==> config.mk <==
export PLATFORM = sky130hd
export DESIGN_NAME = hart_run_controller_flat
export DESIGN_NICKNAME = d
export VERILOG_FILES = /design/src/rtl/hart_run_controller_pkg.sv /design/src/rtl/hart_run_controller_if.sv /design/src/rtl/hart_run_controller_sync_edge_detect.sv /design/src/rtl/hart_run_controller.sv /design/src/flat_wrapper.sv
export SDC_FILE = /design/constraint.sdc
export NUM_CORES = 1
export LEC_CHECK = 0
export ABC_AREA = 1
export CELL_PAD_IN_SITES_DETAIL_PLACEMENT = 1
export CELL_PAD_IN_SITES_GLOBAL_PLACEMENT = 1
export CORE_MARGIN = 2
export CORE_UTILIZATION = 35
export CTS_CLUSTER_SIZE = 40
export DETAILED_ROUTE_END_ITERATION = 10
export GPL_TIMING_DRIVEN = 1
export PLACE_DENSITY = 0.95
export SLEW_MARGIN = 20
export SYNTH_ARGS = -nofsm -noshare
export SYNTH_HDL_FRONTEND = slang
export SYNTH_SLANG_ARGS = --single-unit
==> constraint.sdc <==
create_clock -name clk -period 3.15 [get_ports clk]
set_input_delay 0.63 -clock clk [delete_from_list [all_inputs] [get_ports clk]]
set_output_delay 0.63 -clock clk [all_outputs]
set_load 0.02 [all_outputs]
==> src/rtl/hart_run_controller_pkg.sv <==
// Shared types for the hart run controller and the board display wrapper.
package hart_ctl_pkg;

    typedef enum logic [1:0] {
        HALTED  = 2'd0,
        STEP    = 2'd1,
        RUNNING = 2'd2,
        BREAK   = 2'd3
    } run_state_t;

    // HALTED and BREAK both hold the hart stopped
    function automatic logic is_stopped(input run_state_t s);
        return (s == HALTED) || (s == BREAK);
    endfunction

endpackage

==> src/rtl/hart_run_controller_if.sv <==
// Board-side request / hart-side control bundle of the run controller.
interface hart_run_if
    import hart_ctl_pkg::*;
#(
    parameter int XLEN = 32
);
    logic            run_req;
    logic            step_req;
    logic            halt_req;
    logic            bp_enable;
    logic [XLEN-1:0] bp_addr;
    logic [XLEN-1:0] pc;
    logic            hart_en;
    run_state_t      state;
    logic            halted;
    logic [XLEN-1:0] retired;

    // board wrapper / hart side
    modport master (
        output run_req, step_req, halt_req, bp_enable, bp_addr, pc,
        input  hart_en, state, halted, retired
    );

    // controller side
    modport slave (
        input  run_req, step_req, halt_req, bp_enable, bp_addr, pc,
        output hart_en, state, halted, retired
    );
endinterface

==> src/rtl/hart_run_controller_sync_edge_detect.sv <==
// Synchroniser plus rising-edge detector; emits a registered one-cycle pulse.
module sync_edge_detect #(
    parameter int SYNC_STAGES = 2
) (
    input  logic clk,
    input  logic reset_n,
    input  logic in,
    output logic pulse
);
    logic [SYNC_STAGES-1:0] sync_q;
    logic                   edge_q;

    // shift the raw level in, remember last synced level, register the edge
    always_ff @(posedge clk or negedge reset_n) begin
        if (!reset_n) begin
            sync_q <= '0;
            edge_q <= 1'b0;
            pulse  <= 1'b0;
        end else begin
            sync_q <= {sync_q[SYNC_STAGES-2:0], in};
            edge_q <= sync_q[SYNC_STAGES-1];
            pulse  <= sync_q[SYNC_STAGES-1] & ~edge_q;
        end
    end
endmodule

==> src/rtl/hart_run_controller.sv <==
// Run/halt/step/breakpoint sequencer gating the hart's clock-enable.
module hart_run_controller
    import hart_ctl_pkg::*;
#(
    parameter int XLEN        = 32,
    parameter int SYNC_STAGES = 2
) (
    input  logic      clk,
    input  logic      reset_n,
    hart_run_if.slave bus
);
    logic            run_p, step_p, halt_p;
    logic            bp_hit, hart_en, skip_bp;
    run_state_t      state_q, state_d;
    logic            halted_q;
    logic [XLEN-1:0] retired_q;

    sync_edge_detect #(.SYNC_STAGES(SYNC_STAGES)) u_run  (.clk(clk), .reset_n(reset_n), .in(bus.run_req),  .pulse(run_p));
    sync_edge_detect #(.SYNC_STAGES(SYNC_STAGES)) u_step (.clk(clk), .reset_n(reset_n), .in(bus.step_req), .pulse(step_p));
    sync_edge_detect #(.SYNC_STAGES(SYNC_STAGES)) u_halt (.clk(clk), .reset_n(reset_n), .in(bus.halt_req), .pulse(halt_p));

    // combinational PC compare so the breakpoint instruction never executes
    assign bp_hit  = bus.bp_enable && (bus.pc == bus.bp_addr) && !skip_bp;
    assign hart_en = (state_q == STEP) || ((state_q == RUNNING) && !bp_hit);

    // next state; halt beats step beats run
    always_comb begin
        state_d = state_q;
        case (state_q)
            HALTED:  if (halt_p)      state_d = HALTED;
                     else if (step_p) state_d = STEP;
                     else if (run_p)  state_d = RUNNING;
            STEP:                     state_d = HALTED;
            RUNNING: if (halt_p)      state_d = HALTED;
                     else if (bp_hit) state_d = BREAK;
            BREAK:   if (halt_p)      state_d = HALTED;
                     else if (step_p) state_d = STEP;
                     else if (run_p)  state_d = RUNNING;
            default:                  state_d = HALTED;
        endcase
    end

    // state, registered halted flag, breakpoint skip and retire counter
    always_ff @(posedge clk or negedge reset_n) begin
        if (!reset_n) begin
            state_q   <= HALTED;
            halted_q  <= 1'b1;
            skip_bp   <= 1'b0;
            retired_q <= '0;
        end else begin
            state_q  <= state_d;
            halted_q <= is_stopped(state_d);
            // resuming from BREAK masks the compare until one instruction retires
            if ((state_q == BREAK) && (state_d == RUNNING))
                skip_bp <= 1'b1;
            else if ((state_q == RUNNING) && hart_en)
                skip_bp <= 1'b0;
            if (hart_en)
                retired_q <= retired_q + XLEN'(1);
        end
    end

    assign bus.hart_en = hart_en;
    assign bus.state   = state_q;
    assign bus.halted  = halted_q;
    assign bus.retired = retired_q;
endmodule

==> src/flat_wrapper.sv <==
// flat-port wrapper written by rule: the top's interface ports become plain ports
module hart_run_controller_flat import hart_ctl_pkg::*;
#(
    parameter int XLEN        = 32,
    parameter int SYNC_STAGES = 2
)
  (clk, reset_n, bus_run_req, bus_step_req, bus_halt_req, bus_bp_enable, bus_bp_addr, bus_pc, bus_hart_en, bus_state, bus_halted, bus_retired);
  hart_run_if #(.XLEN(XLEN)) bus_i ();
  input  logic clk;
  input  logic reset_n;
  input wire logic [$bits(bus_i.run_req)-1:0] bus_run_req;
  input wire logic [$bits(bus_i.step_req)-1:0] bus_step_req;
  input wire logic [$bits(bus_i.halt_req)-1:0] bus_halt_req;
  input wire logic [$bits(bus_i.bp_enable)-1:0] bus_bp_enable;
  input wire logic [$bits(bus_i.bp_addr)-1:0] bus_bp_addr;
  input wire logic [$bits(bus_i.pc)-1:0] bus_pc;
  output wire logic [$bits(bus_i.hart_en)-1:0] bus_hart_en;
  output wire logic [$bits(bus_i.state)-1:0] bus_state;
  output wire logic [$bits(bus_i.halted)-1:0] bus_halted;
  output wire logic [$bits(bus_i.retired)-1:0] bus_retired;
  assign bus_i.run_req = bus_run_req;
  assign bus_i.step_req = bus_step_req;
  assign bus_i.halt_req = bus_halt_req;
  assign bus_i.bp_enable = bus_bp_enable;
  assign bus_i.bp_addr = bus_bp_addr;
  assign bus_i.pc = bus_pc;
  assign bus_hart_en = bus_i.hart_en;
  assign bus_state = bus_i.state;
  assign bus_halted = bus_i.halted;
  assign bus_retired = bus_i.retired;
  hart_run_controller #(.XLEN(XLEN), .SYNC_STAGES(SYNC_STAGES)) u_core (.clk(clk), .reset_n(reset_n), .bus(bus_i));
endmodule
==> flow_metrics.tcl, run 1 <==
set metrics [dict create \
    io-pin-count 106 \
    dpl_cell_area_um2 4370 \
    ys_seq_area_share_pct 37.5 \
    synth_top_area_share_pct 36.7 \
    drt_iter0_drc 143 \
    min_period_ns 2.93 \
    drc 0 \
    drive_gt1_share_pct 5.05 \
    worstPathMaxFanout 3 \
    grt_max_degree 49 \
    r2r-end "u_core.bus.retired[30]$_DFFE_PN0N_" \
    critPathMaxStageDelay_ns 0.50 \
    num_antenna_cells 0 \
    yosys.area.top_type "dfrtp_1" \
    nets 648 \
    ir_drop_mv 0.423 \
    postSynthCellCount 467 \
    yosysWarnings 0 \
    crit_type "in -> out" \
    design_area_um2 4460 \
    relSlewSlack_pct 58.0 \
    finalWeightedCongestion 0.901 \
    port_buffers 105 \
    start_util_pct 36.4 \
    htreeDepth 2 \
    async_reset_ff_share_pct 100 \
    tns_ns 0 \
    critPathBufInv 4 \
    vias 3421 \
    leakagePower_uw 0.00223 \
    cts_made_buffers 5 \
    end_kind "output port" \
    syn-num-nets 542 \
    avgSynthCellArea_um2 6.87 \
    path_clk_slew_ns 0.09 \
    place_hpwl_um 8430 \
    wire_per_inst_um 15.9 \
    critPathSlowestCell "clkdlybuf4s50_1" \
    first_global_vias 3741 \
    rsz0062_at_grt "false" \
    arrival_ns 2.30 \
    antenna_found_initial 0 \
    synth_most_common_cell "nand2_1" \
    drv_slew 0 \
    start_kind "input pin" \
    reg2reg_depth 9 \
    ys_ff_latch 48 \
    drtAntennaViolNets 0 \
    cts_buffer_depth 2 \
    rows 34 \
    hold_path.class "in -> async" \
    status "finished clean" \
    die_y_um 99.7 \
    drt_wl_total_um 10900 \
    wl_met3_um 637 \
    synth.distinct_cells 31 \
    synth_area_leaders "dfrtp_1 (37%), nand2_1 (20%), xor2_1 (6.8%)" \
    area_growth_pct 39.1 \
    cp_top_family "buffers and inverters" \
    synth-edff-count 0 \
    syn-cell-area_um2 3210 \
    max_slew.worst_pin.slew_ns 0.631 \
    detail_route.first_pass.iterations 4 \
    min_period_over_period_pct 93.0 \
    stdcell_count 682 \
    cts_tree "done" \
    root_buffer "clkbuf_8" \
    postCtsSetupBuffers 0 \
    clock_latency_ns 0.31 \
    ys_top_cells_by_count "nand2_1 (175), inv_1 (58), dfrtp_1 (47)" \
    fmax_ghz 0.341 \
    cap_violations 0 \
    ys.flop_type "dfrtp_1" \
    overflow 0 \
    die-area_um2 9940 \
    r2r_setup_slack_ns 1.27 \
    via_per_inst 5.02 \
    crit_path_cell_trace "clkdlybuf4s50_1 -> inv_1 -> nand2_1 -> nand2_1 -> inv_1 -> nand2_1 -> nor2_1 -> nand2_1 -> nor2_1 -> nand3_1 -> nand2_2 -> nand2_2 -> dlygate4sd2_1" \
    skew_ns 0.0105 \
    worstPathRequired_ns 2.52 \
    final-setup-viol-count 0 \
    final_util_pct 50.7 \
    place_inst 674 \
    core_area_um2 8810 \
    dieWidth_um 99.7 \
    highest_layer "met4" \
    wl_met2_um 5710 \
    drt-met1-wl_um 4360 \
    crit_top_cell "nand2_1" \
    finalHoldViolations 0 \
    grt.total_usage_pct 22.3 \
    clock-sinks 48 \
    power_density_nw_per_um2 425 \
    grt_pass1_wl_um 17900 \
    regToRegStartpoint "u_core.bus.retired[1]$_DFFE_PN0N_" \
]
[routing by layer]
metal  up-vias  global-route usage (%)
li1       1641                       -
met1      1656                    25.4
met2       107                    42.6
met3        17                    4.01
met4         0                    5.90
met5         -                       0
[worst max path at each step]
stage                     from          end  depth (start not counted)
4_1_cts        bus_bp_addr[13]  bus_hart_en                         13
3_5_place_dp   bus_bp_addr[13]  bus_hart_en                         13
2_1_floorplan       bus_pc[25]  bus_hart_en                         10
3_3_place_gp         bus_pc[1]  bus_hart_en                         11
5_1_grt             bus_pc[31]  bus_hart_en                         13
6_report       bus_bp_addr[13]  bus_hart_en                         13
[sequential cells by signal, indices dropped and copies added (netlist names)]
name	flops
u_core.u_step.edge_q	1
u_core.skip_bp	1
u_core.u_run.edge_q	1
u_core.bus.state	2
u_core.bus.halted	1
u_core.u_step.pulse	1
u_core.u_run.pulse	1
u_core.u_run.sync_q	2
u_core.u_halt.pulse	1
u_core.u_step.sync_q	2
u_core.u_halt.sync_q	2
u_core.u_halt.edge_q	1
u_core.bus.retired	32
[metrics by stage]
step	hold WS [ns]	total power [uW]	setup WS, ns
final	0.335	1900	0.221
after global routing	0.360	2000	0.0761
after CTS	0.357	1900	0.204
after detailed placement	0.338	1530	-0.00752
after global placement	0.335	1480	0.0807
after floorplan	0.331	1170	0.965
[cell type report]
| class | instances | area [um^2] |
|---|---|---|
| clock buffer | 8 | 90.1 |
| fill | 1129 | 4350 |
| inverter | 66 | 248 |
| multi-input combinational | 344 | 1720 |
| sequential | 48 | 1200 |
| tap | 108 | 135 |
| timing repair buffer | 108 | 1070 |
[cells by family after synthesis]
group                      after synthesis  synth area share, %
AOI/OAI and AO/OA                        6                 1.09
xor gates and xnor gates                41                 11.2
adders and majority gates                5                 1.95
buffers and inverters                   75                 9.01
DFF                                     48                 37.5
and+or+nand+nor                        292                 39.3
[power by group]
| part | internal [uW] | switching (uW) | total (uW) |
|---|---|---|---|
| registers | 675 | 77.3 | 753 |
| clock network | 179 | 204 | 384 |
| logic | 288 | 472 | 760 |
| total | 1140 | 753 | 1900 |
[repair_timing]
item,4_1_cts,5_1_grt
resized for setup,1,0
setup endpoints to repair,1,0
hold buffers,0,0
[placed cells by master, fill, tap and decap left out, types with 4 or more instances in the layout]
| cell type | n |
|---|---|
| buf_4 | 4 |
| clkbuf_8 | 6 |
| clkdlybuf4s50_1 | 103 |
| dfrtp_1 | 47 |
| ha_1 | 5 |
| inv_1 | 58 |
| inv_2 | 7 |
| nand2_1 | 175 |
| nand3_1 | 38 |
| nand4_1 | 10 |
| nor2_1 | 38 |
| nor3_1 | 12 |
| xnor2_1 | 16 |
| xor2_1 | 25 |
(Power assumes the default switching activity.)
==> run 2: changes to the inputs <==
--- a/config.mk
+++ b/config.mk
@@ -8,7 +8,7 @@
 export ABC_AREA = 1
 export CELL_PAD_IN_SITES_DETAIL_PLACEMENT = 1
 export CELL_PAD_IN_SITES_GLOBAL_PLACEMENT = 1
-export CORE_MARGIN = 2
+export CORE_MARGIN = 3
 export CORE_UTILIZATION = 35
 export CTS_CLUSTER_SIZE = 40
 export DETAILED_ROUTE_END_ITERATION = 10
==> constraint.sdc (replaced) <==
create_clock -name clk -period 3.6 [get_ports clk]
set_input_delay 0.72 -clock clk [delete_from_list [all_inputs] [get_ports clk]]
set_output_delay 0.72 -clock clk [all_outputs]
set_load 0.02 [all_outputs]
==> run 2 against run 1 <==
- clock skew up 0.0019 ns
- core utilization increased by 0.21 points
- flip-flop and latch count unchanged
- die area grew 4.1%
- first-iteration DRC count rose by 5.6%
- wire length grew 1.7%
- non-clock buffer count is the same
- register-to-register slack gained 0.44 ns
- clock power rose by 3%
==> flow_metrics.tcl, run 2 (same netlist as run 1, synthesis figures left out) <==
set metrics [dict create \
    cts_buffer_depth 2 \
    fmax_ghz 0.297 \
    design_area_um2 4480 \
    grt.total_usage_pct 22.1 \
    crit_top_cell "nand2_1" \
    critPathMaxStageDelay_ns 0.55 \
    critPathSlowestCell "clkdlybuf4s50_1" \
    final_cell_mix "nand2_1 (175), clkdlybuf4s50_1 (104), inv_1 (58), dfrtp_1 (47)" \
    nFillCells 1132 \
    port_buffers 105 \
    postCtsSetupBuffers 0 \
    seqCellArea_um2 1200 \
    min_period_over_period_pct 93.5 \
    cts_resized 0 \
    start_util_pct 36.4 \
    min_period_ns 3.37 \
    clock-sinks 48 \
    hold_path.class "reg -> reg" \
    max_slew.worst_pin.slew_ns 0.620 \
    path_depth 13 \
    dieWidth_um 102 \
    finalHoldViolations 0 \
    drv_slew 0 \
    drtAntennaViolNets 0 \
    vias 3423 \
    critPathBufInv 4 \
    overflow 0 \
    place_hpwl_um 8480 \
    crit_type "in -> out" \
    final-setup-viol-count 0 \
    drc 0 \
    r2r-end "u_core.bus.retired[28]$_DFFE_PN0N_" \
    first_global_vias 3736 \
    core_area_um2 8810 \
    rows 34 \
    leakagePower_uw 0.00223 \
    arrival_ns 2.65 \
    reg2reg_depth 9 \
    r2r_setup_slack_ns 1.71 \
    crit_end "bus_hart_en" \
    worstPathMaxFanout 3 \
    holdPathStages 0 \
    stdcell_count 682 \
    crit_start "bus_bp_addr[11]" \
    largest_register_ffs 32 \
    crit_path_cell_trace "clkdlybuf4s50_1 -> inv_2 -> nand2_1 -> nand2_1 -> inv_1 -> nand2_1 -> nor2_1 -> nand2_1 -> nor2_1 -> nand3_1 -> nand2_2 -> nand2_2 -> clkdlybuf4s50_1" \
    end_kind "output port" \
    multi_input_comb_area_um2 1720 \
    io-pin-count 106 \
    start_kind "input pin" \
    clock_latency_ns 0.31 \
    cp_top_family "buffers and inverters" \
    detail_route.first_pass.iterations 4 \
    path_clk_slew_ns 0.08 \
    status "finished clean" \
    regToRegStartpoint "u_core.bus.retired[1]$_DFFE_PN0N_" \
    cts_tree "done" \
    drt_iter0_drc 151 \
    htreeDepth 2 \
    nets 648 \
    antenna_found_initial 0 \
    skew_ns 0.0124 \
    power_uw 1710 \
    cts_made_buffers 5 \
    die_y_um 102 \
    ir_drop_mv 0.295 \
    via_per_inst 5.02 \
    root_buffer "clkbuf_8" \
    die-area_um2 10300 \
    final_common_cell "nand2_1" \
    wire_per_inst_um 16.2 \
    grt_max_degree 49 \
    place_inst 674 \
    relSlewSlack_pct 58.6 \
    cap_violations 0 \
    worstPathRequired_ns 2.88 \
    grt_pass1_wl_um 18200 \
    holdBufCountCts 0 \
    area_growth_pct 39.7 \
    rsz0062_at_grt "false" \
    tns_ns 0 \
    drt_wl_total_um 11100 \
    finalWeightedCongestion 0.994 \
    fin_hold_ws_ns 0.354 \
    dpl_cell_area_um2 4370 \
    power_density_nw_per_um2 382 \
    num_antenna_cells 0 \
    drive_gt1_share_pct 5.23 \
]
[run 2: layout make-up]
class                   count  share of cell area [%]
multi-input cells         344                    38.3
inverters                  66                    5.53
well taps                 108                    3.02
flip-flops and latches     48                    26.8
clock inverters             2                   0.782
clock buffers               6                    1.62
repair buffers            108                    23.9
[run 2: per-stage QoR]
step                      util, %  setup slack, ns
final                        50.9            0.235
after global placement       49.6            0.313
after detailed placement     49.6            0.217
after CTS                    50.8            0.219
after floorplan                 -             1.23
after global routing         50.9           0.0616
[run 2: power by group]
group / internal [uW] / total [uW] / switching [uW]
combinational: 258 / 661 / 404
sequential: 591 / 657 / 65.6
clock: 206 / 395 / 188
total: 1050 / 1710 / 657
[run 2: worst min path at each step]
stage	slack, ns	endpoint	start
3_3_place_gp	0.34	u_core.u_halt.sync_q[1]$_DFF_PN0_	u_core.u_halt.sync_q[0]$_DFF_PN0_
5_1_grt	0.37	u_core.u_run.sync_q[1]$_DFF_PN0_	u_core.u_run.sync_q[0]$_DFF_PN0_
6_report	0.35	u_core.u_run.sync_q[1]$_DFF_PN0_	u_core.u_run.sync_q[0]$_DFF_PN0_
2_1_floorplan	0.33	u_core.u_halt.sync_q[1]$_DFF_PN0_	u_core.u_halt.sync_q[0]$_DFF_PN0_
3_5_place_dp	0.34	u_core.u_run.sync_q[1]$_DFF_PN0_	u_core.u_run.sync_q[0]$_DFF_PN0_
4_1_cts	0.35	u_core.u_run.sync_q[1]$_DFF_PN0_	u_core.u_run.sync_q[0]$_DFF_PN0_
[run 2: worst register-to-register path, stage by stage (launching register included)]
cell     delay (ns)
dfrtp_1        0.47
ha_1           0.26
inv_2          0.08
nor3_4         0.27
inv_1          0.11
nor2_1         0.23
nand2_1        0.13
xnor2_1        0.14
nand2_1        0.06
nand2_1        0.05
[run 2: layer usage]
layer,wire (um),track usage (%),up-vias
li1,-,-,1650
met1,4580,26.4,1648
met2,5680,39.8,109
met3,639,4.48,16
met4,163,6.75,0
met5,0,0,-
==> run 3: changes to the inputs <==
--- a/config.mk
+++ b/config.mk
@@ -14,6 +14,7 @@
 export DETAILED_ROUTE_END_ITERATION = 10
 export GPL_TIMING_DRIVEN = 1
 export PLACE_DENSITY = 0.95
+export RECOVER_POWER = 50
 export SLEW_MARGIN = 20
 export SYNTH_ARGS = -nofsm -noshare
 export SYNTH_HDL_FRONTEND = slang
==> run 3 against run 2 <==
- the flow now finishes with violations (capacitance limit, slew limit)
- largest power group unchanged
- flip-flop and latch count unchanged
- sequential share of layout area about the same
- register-to-register slack gained 0.02 ns
- combinational power hardly changed
==> flow_metrics.tcl, run 3 (same netlist as run 1, synthesis figures left out) <==
set metrics [dict create \
    crit_type "in -> out" \
    crit_top_cell "nand2_1" \
    nets 648 \
    rsz0062_at_grt "false" \
    clock_latency_ns 0.31 \
    cts_made_buffers 5 \
    max_slew.worst_pin.slew_ns 2.61 \
    critPathMaxStageDelay_ns 0.55 \
    area_growth_pct 39.6 \
    htreeDepth 2 \
    crit_path_cell_trace "clkdlybuf4s50_1 -> inv_2 -> nand2_1 -> nand2_1 -> inv_1 -> nand2_1 -> nor2_1 -> nand2_1 -> nor2_1 -> nand3_1 -> nand2_2 -> nand2_2 -> clkdlybuf4s50_1" \
    dieWidth_um 102 \
    drive_gt1_share_pct 5.05 \
    detail_route.first_pass.iterations 4 \
    num_antenna_cells 0 \
    worstPathRequired_ns 2.88 \
    drt_wl_total_um 11000 \
    final_cell_mix "nand2_1 (175), clkdlybuf4s50_1 (95), inv_1 (58), dfrtp_1 (47)" \
    critPathSlowestCell "clkdlybuf4s50_1" \
    place_hpwl_um 8480 \
    hold_path.class "reg -> reg" \
    first_global_vias 3736 \
    clock-sinks 48 \
    postCtsSetupBuffers 0 \
    min_period_over_period_pct 93.5 \
    end_kind "output port" \
    cap_violations 1 \
    core_area_um2 8810 \
    fmax_ghz 0.297 \
    leakagePower_uw 0.00225 \
    arrival_ns 2.65 \
    tns_ns 0 \
    start_kind "input pin" \
    grt.total_usage_pct 22.1 \
    final_util_pct 50.8 \
    largest_register_ffs 32 \
    min_period_ns 3.37 \
    ir_drop_mv 0.294 \
    final-setup-viol-count 0 \
    antenna_found_initial 0 \
    fin_hold_ws_ns 0.354 \
    drt_iter0_drc 152 \
    port_buffers 105 \
    finalWeightedCongestion 0.994 \
    cts_tree "done" \
    overflow 0 \
    vias 3403 \
    path_clk_slew_ns 0.08 \
    start_util_pct 36.4 \
    grt_max_degree 49 \
    cts_resized 0 \
    violations "capacitance limit, slew limit" \
    power_density_nw_per_um2 382 \
    grt_pass1_wl_um 18200 \
    wire_per_inst_um 16.2 \
    die_y_um 102 \
    cts_buffer_depth 2 \
    drc 0 \
    root_buffer "clkbuf_8" \
    die-area_um2 10300 \
    finalHoldViolations 0 \
    worstPathMaxFanout 3 \
    rows 34 \
    io-pin-count 106 \
    drtAntennaViolNets 0 \
    via_per_inst 4.99 \
    holdBufCountCts 0 \
    skew_ns 0.0124 \
    relSlewSlack_pct -74.2 \
    final_common_cell "nand2_1" \
    drv_slew 49 \
    status "complete, but fails checks" \
]
## run 3: cell count changes in the layout (fill, tap and decap cells not counted), sizes merged
cell	before	now
clkdlybuf4s50	104	95
dlygate4sd3	0	9
buf	4	3
clkbuf	6	7
## run 3: through the flow
stage	std cells	setup slack [ns]	power, uW	area (um^2)
finish	682	0.235	1710	4480
floorplan	467	1.23	1030	3210
global placement	674	0.313	1290	4370
global route	682	0.0616	1820	4480
detailed placement	674	0.217	1330	4370
CTS	682	0.219	1730	4480
## run 3: final cells by class
class	count	area, um^2
clock buffer	6	72.6
clock inverter	2	35.0
fill	1131	4330
inverter	66	248
multi-input combinational	344	1720
sequential	48	1200
tap	108	135
timing repair buffer	108	1070
## run 3: metal layers
layer  share of wire (%)  GRT usage, %
met5                   0             0
met4                 1.5          6.75
met3                 5.7          4.48
met2                  51          39.8
met1                  41          26.4
## run 3: where the power goes
| group | internal [uW] | total [uW] | switching, uW |
|---|---|---|---|
| Clock | 206 | 395 | 188 |
| Combinational | 255 | 659 | 404 |
| Sequential | 591 | 656 | 64.7 |
| Total | 1050 | 1710 | 657 |
## run 3: worst max-delay path, delay by kind of cell
family | cells | cell delay (ns)
buffers and inverters | 4 | 1.16
AND/OR/NAND/NOR | 9 | 0.78
## run 3: path summary, 6_finish.rpt
path | startpoint | endpoint | slack (ns) | cells after the start
worst max-delay path | bus_bp_addr[11] | bus_hart_en | 0.23 | 13
worst min-delay path | u_core.u_run.sync_q[0]$_DFF_PN0_ | u_core.u_run.sync_q[1]$_DFF_PN0_ | 0.35 | 0
worst max register to register | u_core.bus.retired[1]$_DFFE_PN0N_ | u_core.bus.retired[28]$_DFFE_PN0N_ | 1.73 | 9
worst min register to register | u_core.u_run.sync_q[0]$_DFF_PN0_ | u_core.u_run.sync_q[1]$_DFF_PN0_ | 0.35 | 0
max in group asynchronous | reset_n | u_core.u_step.edge_q$_DFF_PN0_ | 0.89 | 1
min in group asynchronous | reset_n | u_core.bus.retired[24]$_DFFE_PN0N_ | 1.22 | 1
==> variant 1, RTL diff (flow settings as in run 3) <==
`SYNC_STAGES` is set to 2 in 3 places; all go to 4.
--- a/src/rtl/hart_run_controller_sync_edge_detect.sv
+++ b/src/rtl/hart_run_controller_sync_edge_detect.sv
@@ -2,3 +2,3 @@
 module sync_edge_detect #(
-    parameter int SYNC_STAGES = 2
+    parameter int SYNC_STAGES = 4
 ) (
--- a/src/rtl/hart_run_controller.sv
+++ b/src/rtl/hart_run_controller.sv
@@ -5,3 +5,3 @@
     parameter int XLEN        = 32,
-    parameter int SYNC_STAGES = 2
+    parameter int SYNC_STAGES = 4
 ) (
--- a/src/flat_wrapper.sv
+++ b/src/flat_wrapper.sv
@@ -4,3 +4,3 @@
     parameter int XLEN        = 32,
-    parameter int SYNC_STAGES = 2
+    parameter int SYNC_STAGES = 4
 )
Check against the original RTL: not equivalent (Yosys sat finds a counterexample within 10 cycles, from zero or initial values and one cycle with reset_n low).
==> variant 1 against run 3 <==
The flow still finishes with violations (max-capacitance violations, max-slew violations). Final area up 3.9%. Register-to-register slack worse by 0.07 ns. Worst setup slack improved by 0.019 ns. First-iteration DRC count grew 20%. Wire length grew 2.0%. Global-route usage down 1.0 points. Synthesized area up 4.8%. Clock skew fell by 0.0025 ns. Sequential cell count up 6. Total power grew 7.2%. Count of clock-buffer cells in the layout decreased by 1. Utilization is 0.74 points lower. Critical path type unchanged. Largest power group unchanged. Highest routed layer unchanged.
==> variant 1: results (changes against run 3) <==
Status -> finished with violations (unchanged)
Failing checks -> max-capacitance violations, max-slew violations (unchanged)
Placed Area -> 4557 µm² (was 4369 µm²)
Post-route insts no fill -> 712 (was 682)
Arrival time worst endpoint -> 2.63 ns (was 2.65 ns)
Max Slew Vio Count -> 34 (was 49)
Leak -> 2.310 nW (was 2.250 nW)
Post-synthesis cell type count -> 29 (was 31)
Int Pwr -> 1.081 mW (was 1.052 mW)
Iter 0 DRT Violations -> 183 (was 152)
Met3 WL -> 703 µm (was 628 µm)
Worst Clk Skew -> 0.009905 ns (was 0.01242 ns)
Main area contributors after synthesis -> dfrtp_1 (39%), nand2_1 (20%), inv_1 (6.9%), xor2_1 (6.3%), nand3_1 (6.0%) (was dfrtp_1 (37%), nand2_1 (20%), xor2_1 (6.8%), inv_1 (6.8%), nand3_1 (5.9%))
Min setup slack post-route -> 0.2542 ns (was 0.2350 ns)
Grt met3 use -> 0.05400 (was 0.04477)
Post-Route M1 WL -> 4.806 mm (was 4.576 mm)
Fin nets -> 657 (was 648)
Met1 Track Usage GR -> 0.2638 (was 0.2637)
Worst slew pin tran -> 1.793 ns (was 2.613 ns)
P_clk -> 0.373 mW (was 0.395 mW)
Seq pwr share -> 0.397 (was 0.384)
GPL Wtd Cong -> 0.9087 (was 0.9936)
Reg2reg end -> u_core.bus.retired[30] (was u_core.bus.retired[28])
Min-delay src -> u_core.u_run.sync_q[1] (was u_core.u_run.sync_q[0])
Layout cells sized above 1 -> 0.04803 (was 0.05052)
Hold slack final -> 0.3593 ns (was 0.3540 ns)
Total GRT Usage -> 0.2107 (was 0.2211)
Max-capacitance violation count -> 1 (unchanged)
Cells after synthesis -> 475 (was 467)
Detailed Place HPWL -> 8.883 mm (was 8.480 mm)
Pin count of the biggest net entering global routing -> 34 (was 49)
Pre-CTS WS -> 0.2390 ns (was 0.2168 ns)
Vias post-DR -> 3506 (was 3403)
First-pass GRT wire length -> 18.66 mm (was 18.24 mm)
Layout fillers -> 1195 (was 1131)
R2R Setup Slk -> 1.66 ns (was 1.73 ns)
WL final -> 11.26 mm (was 11.05 mm)
Placed instance count -> 704 (was 674)
Hold EP -> u_core.u_run.sync_q[2] (was u_core.u_run.sync_q[1])
Critical path launch point -> bus_bp_addr[25] (was bus_bp_addr[11])
Register area share after synthesis -> 0.4025 (was 0.3750)
Mapped Nets -> 550 (was 542)
[variant 1: cell types whose count changed in the layout (fill, tap and decap cells not counted), moves of 2 or more]
cell / run 3 / this run
clkdlybuf4s50_1: 95 / 101
dfrtp_1: 47 / 53
dlygate4sd3_1: 9 / 3
inv_1: 58 / 62
inv_2: 7 / 4
nand2_1: 175 / 177
nand3_1: 38 / 40
nor3_1: 12 / 14
[variant 1: cell type report]
class / instances / area (µm²) / area share
multi-input combinational: 345 / 1715 / 0.3689
sequential: 54 / 1353 / 0.2909
timing repair buffer: 109 / 1071 / 0.2304
inverter: 67 / 251.5 / 0.05409
tap: 129 / 161.4 / 0.03471
clock buffer: 5 / 68.82 / 0.01480
clock inverter: 3 / 28.78 / 0.006189
[variant 1: cell families after synthesis]
logic type,share of synthesized area
adder cells (fa/ha/maj),0.01862
XOR/XNOR,0.1068
buffers and inverters,0.08712
AND/OR/NAND/NOR,0.3779
flip-flops,0.4025
AO/OA/AOI/OAI,0.007073
==> variant 2, RTL diff (settings of run 3) <==
Without the edit above. Make the reset (`reset_n`) synchronous in 2 clocked blocks.
--- a/src/rtl/hart_run_controller_sync_edge_detect.sv
+++ b/src/rtl/hart_run_controller_sync_edge_detect.sv
@@ -13,3 +13,3 @@
     // shift the raw level in, remember last synced level, register the edge
-    always_ff @(posedge clk or negedge reset_n) begin
+    always_ff @(posedge clk) begin
         if (!reset_n) begin
--- a/src/rtl/hart_run_controller.sv
+++ b/src/rtl/hart_run_controller.sv
@@ -43,3 +43,3 @@
     // state, registered halted flag, breakpoint skip and retire counter
-    always_ff @(posedge clk or negedge reset_n) begin
+    always_ff @(posedge clk) begin
         if (!reset_n) begin
Formal check against the unedited RTL: differs if reset_n is asserted again (counterexample within 10 cycles, from zero or initial values and one cycle with reset_n low); with reset_n held inactive, the same outputs for 10 cycles.
==> variant 2 against run 3 <==
Final area down 1.9%. Synthesized area is 0.90% lower. Sequential cell count stayed put. Synthesized cell count grew 5.6%. Wire length up 3.9%. Register-to-register slack worse by 0.09 ns. Worst setup slack better by 0.013 ns. Critical endpoint unchanged.
Power is not compared: it rests on default switching activity, and its combinational part moved more than twofold at a synthesized area within 25%.
==> variant 2: results (changes against run 3) <==
Worst slew pin tran -> 0.4780 ns (was 2.613 ns)
CP max stage cell -> clkdlybuf4s50_1 (unchanged)
Arrival time worst endpoint -> 2.63 ns (was 2.65 ns)
Mapped Nets -> 568 (was 542)
Vias in the first global route -> 3783 (was 3736)
Vias post-DR -> 3597 (was 3403)
Hold slack final -> 0.3869 ns (was 0.3540 ns)
Iter 0 DRT Violations -> 164 (was 152)
Detailed Place HPWL -> 8.970 mm (was 8.480 mm)
Layout fillers -> 1174 (was 1131)
Cts bufs inserted -> 5 (unchanged)
Register area share after synthesis -> 0.3024 (was 0.3750)
CTS H-tree depth -> 2 (unchanged)
Mux cell area share after synthesis -> 0 (unchanged)
Layout cells sized above 1 -> 0.04849 (was 0.05052)
Most frequent cells after synthesis -> nand2_1 (156), inv_1 (68), dfxtp_1 (48) (was nand2_1 (175), inv_1 (58), dfrtp_1 (47))
Pre-CTS WS -> 0.2934 ns (was 0.2168 ns)
WL per Instance -> 16.26 µm (was 16.20 µm)
Total GRT Usage -> 0.2229 (was 0.2211)
Synth Area in Adders -> 0.01969 (was 0.01951)
Compound-Gate Fraction of Synth Area -> 0.07402 (was 0.01092)
Clk buf depth -> 2 (unchanged)
First-pass GRT wire length -> 18.29 mm (was 18.24 mm)
GPL Wtd Cong -> 0.8885 (was 0.9936)
DR vias/cell -> 5.095 (was 4.990)
Asr flop ratio synth -> 0 (was 1.000)
R2R Setup Slk -> 1.64 ns (was 1.73 ns)
Worst Clk Skew -> 0.01096 ns (was 0.01242 ns)
Main area contributors after synthesis -> dfxtp_1 (30%), nand2_1 (18%), inv_1 (8.0%), nand3_1 (6.3%), xor2_1 (6.1%) (was dfrtp_1 (37%), nand2_1 (20%), xor2_1 (6.8%), inv_1 (6.8%), nand3_1 (5.9%))
Fin nets -> 672 (was 648)
Placed Area -> 4287 µm² (was 4369 µm²)
Placed instance count -> 698 (was 674)
Status -> finished, final reports clean (was finished with violations)
Mean Syn Cell Area -> 6.446 µm² (was 6.867 µm²)
Pin count of the biggest net entering global routing -> 35 (was 49)
## variant 2: changes by cell type in the layout (fill, tap and decap cells not counted), moves of 8 or more
cell             before  now
a21oi_1               2   30
clkdlybuf4s50_1      95   76
dfrtp_1              47    0
dfxtp_1               0   48
dlygate4sd3_1         9   29
inv_1                58   68
nand2_1             175  156
o21ai_0               1    9
## variant 2: power by group
| group | switching, mW | total [mW] | internal [mW] |
|---|---|---|---|
| clock network | 0.185 | 0.391 | 0.206 |
| logic | 0.0858 | 0.188 | 0.103 |
| registers | 0.00427 | 0.542 | 0.538 |
## variant 2: layer usage
metal | up-vias | GRT usage | share of wire
met3 | 16 | 0.04201 | 0.065
met5 | - | 0 | 0
met2 | 124 | 0.4215 | 0.53
met1 | 1714 | 0.2593 | 0.40
met4 | 0 | 0.04703 | 0.014
li1 | 1743 | - | -
## variant 2: worst reg2reg max path: stages, from the launching register on
cell      delay, ns
dfxtp_1        0.42
inv_1          0.09
ha_1           0.19
clkinv_1       0.08
buf_4          0.35
nand2_1        0.14
ha_1           0.30
or2_2          0.30
## variant 2: area by class of cell
type | instances | area, µm² | share of cell area
tap | 108 | 135.1 | 0.03079
inverter | 71 | 266.5 | 0.06072
multi-input combinational | 361 | 1831 | 0.4170
timing repair buffer | 110 | 1089 | 0.2480
clock inverter | 2 | 35.03 | 0.007982
sequential | 48 | 960.9 | 0.2189
clock buffer | 6 | 72.57 | 0.01653
## variant 2: worst paths after layout
| check | endpoint | cells past startpoint | startpoint |
|---|---|---|---|
| hold / removal | u_core.u_step.pulse | 1 | u_core.u_step.edge_q |
| hold reg to reg | u_core.u_step.pulse | 1 | u_core.u_step.edge_q |
| setup / recovery | bus_hart_en | 11 | bus_pc[21] |
| setup reg to reg | u_core.bus.halted | 7 | u_core.bus.state[1] |
